[config.mk]
export PLATFORM = sky130hd
export DESIGN_NAME = sumador_secuencial_n_bits
export DESIGN_NICKNAME = d
export VERILOG_FILES = /design/src/rtl/sumador_secuencial_n_bits.sv
export SDC_FILE = /design/constraint.sdc
export NUM_CORES = 1
export LEC_CHECK = 0
export BUFFER_PORTS_ARGS = -buffer_cell sky130_fd_sc_hd__buf_2
export CAP_MARGIN = 25
export CORE_MARGIN = 3
export CORE_UTILIZATION = 45
export CTS_BUF_LIST = sky130_fd_sc_hd__clkbuf_8
export DETAILED_ROUTE_END_ITERATION = 7
export PLACE_DENSITY = 0.75
export RECOVER_POWER = 50
export SLEW_MARGIN = 20
export SYNTH_ARGS = -nofsm -noshare
export SYNTH_HDL_FRONTEND = slang
export SYNTH_SLANG_ARGS = --single-unit
[constraint.sdc]
create_clock -name clk -period 2.8 [get_ports clk]
set_input_delay 0.14 -clock clk [delete_from_list [all_inputs] [get_ports clk]]
set_output_delay 0.14 -clock clk [all_outputs]
set_load 0.01 [all_outputs]
[src/rtl/sumador_secuencial_n_bits.sv]
// Multi-cycle N-bit adder/subtractor: one K-bit ripple slice per clock, carry held in a register.
// done, Cout and the status flags are registered on the cycle after the last slice.
module sumador_secuencial_n_bits #(
  parameter int N = 8,
  parameter int K = 4
) (
  input  logic         clk,
  input  logic         rst,
  input  logic         start,
  input  logic [N-1:0] A,
  input  logic [N-1:0] B,
  input  logic         Cin,
  input  logic         resta,
  output logic [N-1:0] R,
  output logic         Cout,
  output logic         overflow,
  output logic         zero,
  output logic         negative,
  output logic         busy,
  output logic         done
);

  localparam int S  = N / K;
  localparam int CW = (S > 1) ? $clog2(S) : 1;

  typedef enum logic [1:0] {IDLE, SUMA, FIN} state_t;

  state_t         state_q, state_d;
  logic [N-1:0]   opa_q, opa_d, opb_q, opb_d, r_q, r_d;
  logic [CW-1:0]  cnt_q, cnt_d;
  logic           carry_q, carry_d, cmsb_q, cmsb_d;
  logic           cout_q, cout_d, ovf_q, ovf_d, zero_q, zero_d, neg_q, neg_d;
  logic           busy_q, busy_d, done_q, done_d;

  logic [K-1:0]   a_sl, b_sl;
  logic [K:0]     sum_sl;
  logic           cin_msb;
  logic           accept;

  // Slice datapath: K full-adder stages; carry into the slice MSB recovered from its sum bit.
  always_comb begin
    a_sl    = opa_q[cnt_q*K +: K];
    b_sl    = opb_q[cnt_q*K +: K];
    sum_sl  = {1'b0, a_sl} + {1'b0, b_sl} + {{K{1'b0}}, carry_q};
    cin_msb = sum_sl[K-1] ^ a_sl[K-1] ^ b_sl[K-1];
  end

  always_comb begin
    state_d = state_q;
    opa_d   = opa_q;
    opb_d   = opb_q;
    r_d     = r_q;
    cnt_d   = cnt_q;
    carry_d = carry_q;
    cmsb_d  = cmsb_q;
    cout_d  = cout_q;
    ovf_d   = ovf_q;
    zero_d  = zero_q;
    neg_d   = neg_q;
    done_d  = 1'b0;
    accept  = start && (state_q == IDLE || state_q == FIN);

    case (state_q)
      IDLE: ;
      SUMA: begin
        r_d[cnt_q*K +: K] = sum_sl[K-1:0];
        carry_d           = sum_sl[K];
        cmsb_d            = cin_msb;
        if (cnt_q == CW'(S - 1)) state_d = FIN;
        else                     cnt_d   = cnt_q + CW'(1);
      end
      FIN: begin
        done_d  = 1'b1;
        cout_d  = carry_q;
        ovf_d   = cmsb_q ^ carry_q;
        zero_d  = (r_q == '0);
        neg_d   = r_q[N-1];
        state_d = IDLE;
      end
      default: state_d = IDLE;
    endcase

    // Subtraction is A + ~B + 1; Cin only matters for addition.
    if (accept) begin
      opa_d   = A;
      opb_d   = resta ? ~B : B;
      carry_d = resta ? 1'b1 : Cin;
      cnt_d   = '0;
      state_d = SUMA;
    end

    busy_d = (state_d != IDLE) || (state_q == FIN);
  end

  always_ff @(posedge clk) begin
    if (rst) begin
      state_q <= IDLE;
      opa_q   <= '0;
      opb_q   <= '0;
      r_q     <= '0;
      cnt_q   <= '0;
      carry_q <= 1'b0;
      cmsb_q  <= 1'b0;
      cout_q  <= 1'b0;
      ovf_q   <= 1'b0;
      zero_q  <= 1'b0;
      neg_q   <= 1'b0;
      busy_q  <= 1'b0;
      done_q  <= 1'b0;
    end else begin
      state_q <= state_d;
      opa_q   <= opa_d;
      opb_q   <= opb_d;
      r_q     <= r_d;
      cnt_q   <= cnt_d;
      carry_q <= carry_d;
      cmsb_q  <= cmsb_d;
      cout_q  <= cout_d;
      ovf_q   <= ovf_d;
      zero_q  <= zero_d;
      neg_q   <= neg_d;
      busy_q  <= busy_d;
      done_q  <= done_d;
    end
  end

  assign R        = r_q;
  assign Cout     = cout_q;
  assign overflow = ovf_q;
  assign zero     = zero_q;
  assign negative = neg_q;
  assign busy     = busy_q;
  assign done     = done_q;

endmodule

## Word level (Yosys, flattened, before mapping)

Cells that the tools add are included.

- Flip-flop bits (word level): 35
- Bits in latches: 0
- RAM bits: 0
- Bits in read-only memories: 0
- Logic and storage cells: 45
- Memories: 0

- Add/subtract/negate cells: 4
- Multiply operators: 0
- Divide/modulo/power cells: 0
- Magnitude comparators: 0
- Eq/ne operators: 2
- Shifts and indexed selects: 4
- Multiplexer cells: 10
- Bitwise operators: 4
- Reduce and logical (&&, ||, !) cells: 8

Operators by type and width:

| operator | count |
|---|---|
| $neg A3 Y34 | 1 |
| $shift A4 B34 Y8 const A | 1 |
| $shiftx A4 B34 Y8 | 1 |
| $shiftx A8 B4 Y4 | 2 |
| $bwmux W8 | 1 |
| $logic_not A8 Y1 | 1 |
| $mux W8 | 1 |
| $not A8 Y8 | 1 |
| $add A4 B4 Y5 | 1 |
| $add A5 B1 Y5 | 1 |
| $mux W1 | 5 |
| $mux W2 | 2 |
| $pmux W2 S2 | 1 |
| $reduce_bool A2 Y1 | 2 |
| $xor A1 B1 Y1 | 3 |
| $eq A2 B1 Y1 const B | 1 |
| $eq A2 B2 Y1 const B | 1 |
| $logic_not A2 Y1 | 1 |
| $logic_or A1 B1 Y1 | 2 |
| $reduce_or A2 Y1 | 1 |
| $add A1 B1 Y1 const B | 1 |
| $logic_and A1 B1 Y1 | 1 |

## Logic depth before layout (Yosys ltp)

- Word-level depth: 6
- Gate-level depth with buffers: 9
- Mapped depth without buffers: 7

## Least setup slack after synthesis

No wires, ideal clock.

- Kind: reg-to-reg
- Start: reg cnt_q
- End: reg carry_q
- Setup time: 132 ps
- Arrival: 2,302 ps
- Slack: 366 ps
- Cell stages (with the launch flop): 10
- Buffers on the path: 2
- Period minus slack after synthesis: 2,434 ps
- Path through: dfxtp_1 buf_2 buf_2 mux2_2 fa_1 fa_1 a21oi_1 nor2_1 o31ai_1 a21oi_1

- Longest elaborated chain between the ends: 5
- Elaborated cells on any way between the ends: 6

Ends and longest elaborated chain:

| what | line | RTL |
|---|---|---|
| start, declared | 30 | `logic [CW-1:0] cnt_q, cnt_d;` |
| start signal, assigned | 115 | `cnt_q <= cnt_d;` |
| $shiftx A8 B4 Y4 (on tied branches) | 42, 43 |  |
| $add A4 B4 Y5 (*) | 44 | `sum_sl = {1'b0, a_sl} + {1'b0, b_sl} + {{K{1'b0}}, carry_q};` |
| $add A5 B1 Y5 (*) | 44 |  |
| $mux W1 (*) | 63 | `case (state_q)` |
| $mux W1 (*) | 84 | `if (accept) begin` |
| end signal, assigned | 116 | `carry_q <= carry_d;` |
| end, declared | 31 | `logic carry_q, carry_d, cmsb_q, cmsb_d;` |

Mark *: on every way between the ends. The rest lies on a longest branch, timed or not. The select of a mux whose other input is x is not followed.
A chain may end at the register's enable or synchronous reset.

## Final worst setup path

Same ends and word-level chain as after synthesis.

==> impl_metrics.csv <==
group,metric,value,unit
setup_path,r2r_cells,7,
cts,cts_tree,"built",
global_route,antenna_found_initial,0,
flow_run,drv_cap,0,
global_route,grt.met2_usage,0.2566,
global_route,grt_pass1_vias,1207,
cells_and_area,final_nets,238,
timing,fin_crit_sh,0.8953,
placed_design,hpwlAfterDp,2281,microns
hold_path,min_to,"opa_q[7]$_SDFFE_PP0P_",
cts,holdBufCountCts,0,
setup_path,worstSetupStartpoint,"cnt_q$_SDFFE_PP0N_",
synth,synthCells,181,
cells_and_area,final_cell_area,0.001815,sq mm
timing,worst_pin_slew,1.005,ns
timing,drv_slew,0,
global_route,use_met1,0.1970,
cts,htreeDepth,2,
setup_path,r2r_slack,0.29,ns
synth,ys_types,30,
drt,wirelength,3027,microns
cts,worstSkewPairLatency,0.28,ns
global_route,grt_start_max_net_pins,36,
power,leakagePower,0.0007035,uW
floorplanning,fp.dieW,65.38,microns
cts,ctsResizeCount,0,
hold_path,min_from,"A[7]",
power,powerDensity,579.2,mW/mm^2
placed_design,finalWeightedCongestion,0.7892,
hold_path,min_path_type,"in2reg",
synth,ys_ff_latch,35,
cells_and_area,area_growth,14.43,%
drt,ant_nets,0,
setup_path,criticalPathCategory,"reg2reg",
hold_path,holdPathStages,3,
placed_design,port_buffers,34,
timing,setup_tns,0,ns
cells_and_area,final_core_util,0.5668,
drt,drt_iter0_drc,83,
cells_and_area,drive_gt1_frac,0.1611,
placed_design,place_ws,0.2893,ns
floorplanning,die-area,0.004274,sq mm
synth,syn_nets,207,
setup_path,critPathLaunchType,"flip-flop",
synth,syn_area,0.001587,sq mm
drt,viasPerCell,5.094,
timing,hold_violations,0,
timing,setup_violations,0,
cts,cts_made_buffers,5,
global_route,grtUsageTotal,0.1575,
setup_path,crit_required,2.93,ns
drt,vias,1299,
setup_path,reg2reg_to,"carry_q$_SDFFE_PP0P_",
cells_and_area,fill_cells,349,
floorplanning,io_pins,35,
cts,root_buffer,"clkbuf_8",
drt,first_pass_iters,4,
placed_design,place_area,0.001772,sq mm
synth,ys_seq_area_frac,0.4416,
setup_path,setup.worst_path.end_class,"flip-flop",
floorplanning,die_h,65.38,microns
setup_path,crit_path_max_fanout,12,
setup_path,arrival,2.64,ns
run_status,status,"finished clean",
drt,wl_per_cell,11.87,microns
floorplanning,core_area,0.003203,sq mm
timing,relSlewSlack,0.3302,
timing,finClkSkew,0.005856,ns
global_route,met3_usage,0.04274,
power,ir_drop,0.3392,mV
timing,rsz0062_at_grt,"no",
floorplanning,start_util,0.4953,
global_route,globalRouteOverflowTotal,0,
global_route,grt_pass1_wl,5216,microns
cts,clockBufferDepth,2,
cts,cts_sinks,35,
cts,post-cts-setup-buffers,0,
timing,clock.fmax,398.9,MHz
synth,yosysWarningCount,0,
global_route,busiest_layer,"met2",
drt,drc,0,
setup_path,r2r-start,"cnt_q$_SDFFE_PP0N_",
synth,syn_avg_cell_area,8.765,sq um
floorplanning,rows,20,
cells_and_area,diodes,0,
timing,finalWorstSetupSlack,0.2932,ns
cts,path_clk_slew,0.06,ns
timing,finalCriticalPeriod,2.507,ns
synth_stat cells, drive strengths merged:
master | n | area [sq um]
and2b | 1 | 7.510
buf | 6 | 32.53
or4 | 1 | 7.510
a211oi | 11 | 82.58
o211ai | 1 | 7.510
fa | 2 | 40.04
and3 | 2 | 12.51
a311oi | 1 | 8.760
nor2b | 3 | 18.77
nor2 | 18 | 67.56
o21ai | 1 | 5.000
nor4 | 2 | 12.51
xnor2 | 10 | 87.58
nand3 | 5 | 25.02
clkbuf | 6 | 22.52
xor2 | 2 | 17.52
o31ai | 2 | 15.01
mux2i | 1 | 10.01
or3 | 1 | 6.260
or3b | 1 | 8.760
mux2 | 8 | 90.09
nor3 | 1 | 5.000
ha | 3 | 37.54
nand2b | 3 | 18.77
nand2 | 30 | 120.1
inv | 1 | 3.750
a21oi | 23 | 115.1
dfxtp | 35 | 700.7
cells in the final DEF, fill, tap and decap left out, types with 3 or more instances in the layout:
cell,count
dfxtp_1,35
nand2_1,30
a21oi_1,23
buf_2,20
nor2_1,18
clkbuf_1,15
a211oi_1,11
xnor2_1,10
mux2_2,8
nand3_1,5
clkbuf_8,5
nor2b_1,3
nand2b_1,3
ha_1,3
critical path, stage by stage (launching register included):
cell and delay [ns]:
dfxtp_1 0.60, mux2_2 0.41, fa_1 0.43, fa_1 0.43, a21oi_1 0.16, nor2_1 0.05
o31ai_1 0.18, a21oi_1 0.10
worst max-delay path by stage:
stage          depth (start not counted)                   end  slack, ns
2_1_floorplan                          9  carry_q$_SDFFE_PP0P_       0.37
3_3_place_gp                           7  carry_q$_SDFFE_PP0P_       0.37
3_5_place_dp                           7  carry_q$_SDFFE_PP0P_       0.29
4_1_cts                                7  carry_q$_SDFFE_PP0P_       0.30
5_1_grt                                7  carry_q$_SDFFE_PP0P_       0.12
6_report                               7  carry_q$_SDFFE_PP0P_       0.29
registers in the layout, summed over array words and instances, names as in the netlist, 2 cells and up:
register,flops
state_q,2
R,8
opa_q,8
opb_q,8
report_power, final:
| part | internal, uW | switching, uW | total (uW) |
|---|---|---|---|
| clock | 162 | 156 | 317 |
| combinational | 81.3 | 94.5 | 176 |
| sequential | 531 | 28.0 | 559 |
| total | 774 | 278 | 1050 |
area by class of cell:
cell class                      count  area [sq um]  share of cell area
Clock buffer                        5         68.82             0.03790
Clock inverter                      1         3.754            0.002068
Inverter                            1         3.754            0.002068
Multi-Input combinational cell    133         819.5              0.4514
Sequential cell                    35         700.7              0.3859
Tap cell                           44         55.05             0.03032
Timing Repair Buffer               36         163.9             0.09028
cell families (layout without fill, tap and decap cells):
family / Yosys count / in the layout / synth area share
compound gates: 39 / 39 / 0.1475
xor+xnor: 12 / 12 / 0.06625
fa+ha+maj: 5 / 5 / 0.04890
buf+inv: 13 / 43 / 0.03706
flops: 35 / 35 / 0.4416
mux: 9 / 9 / 0.06309
simple gates: 68 / 68 / 0.1956
routing by layer:
metal,vias up,part of all wire
met5,-,0
li1,681,-
met4,0,0.0046
met3,2,0.064
met1,582,0.46
met2,34,0.47
stage by stage:
stage,std cells,total power [uW],hold slack [ns]
global route,255,1113,0.09489
CTS,255,1068,0.09011
detailed placement,249,751.0,0.3915
finish,255,1052,0.09328
global placement,249,747.7,0.3850
floorplan,181,701.3,0.2760
Note: power is estimated with default switching activity, not from simulation.
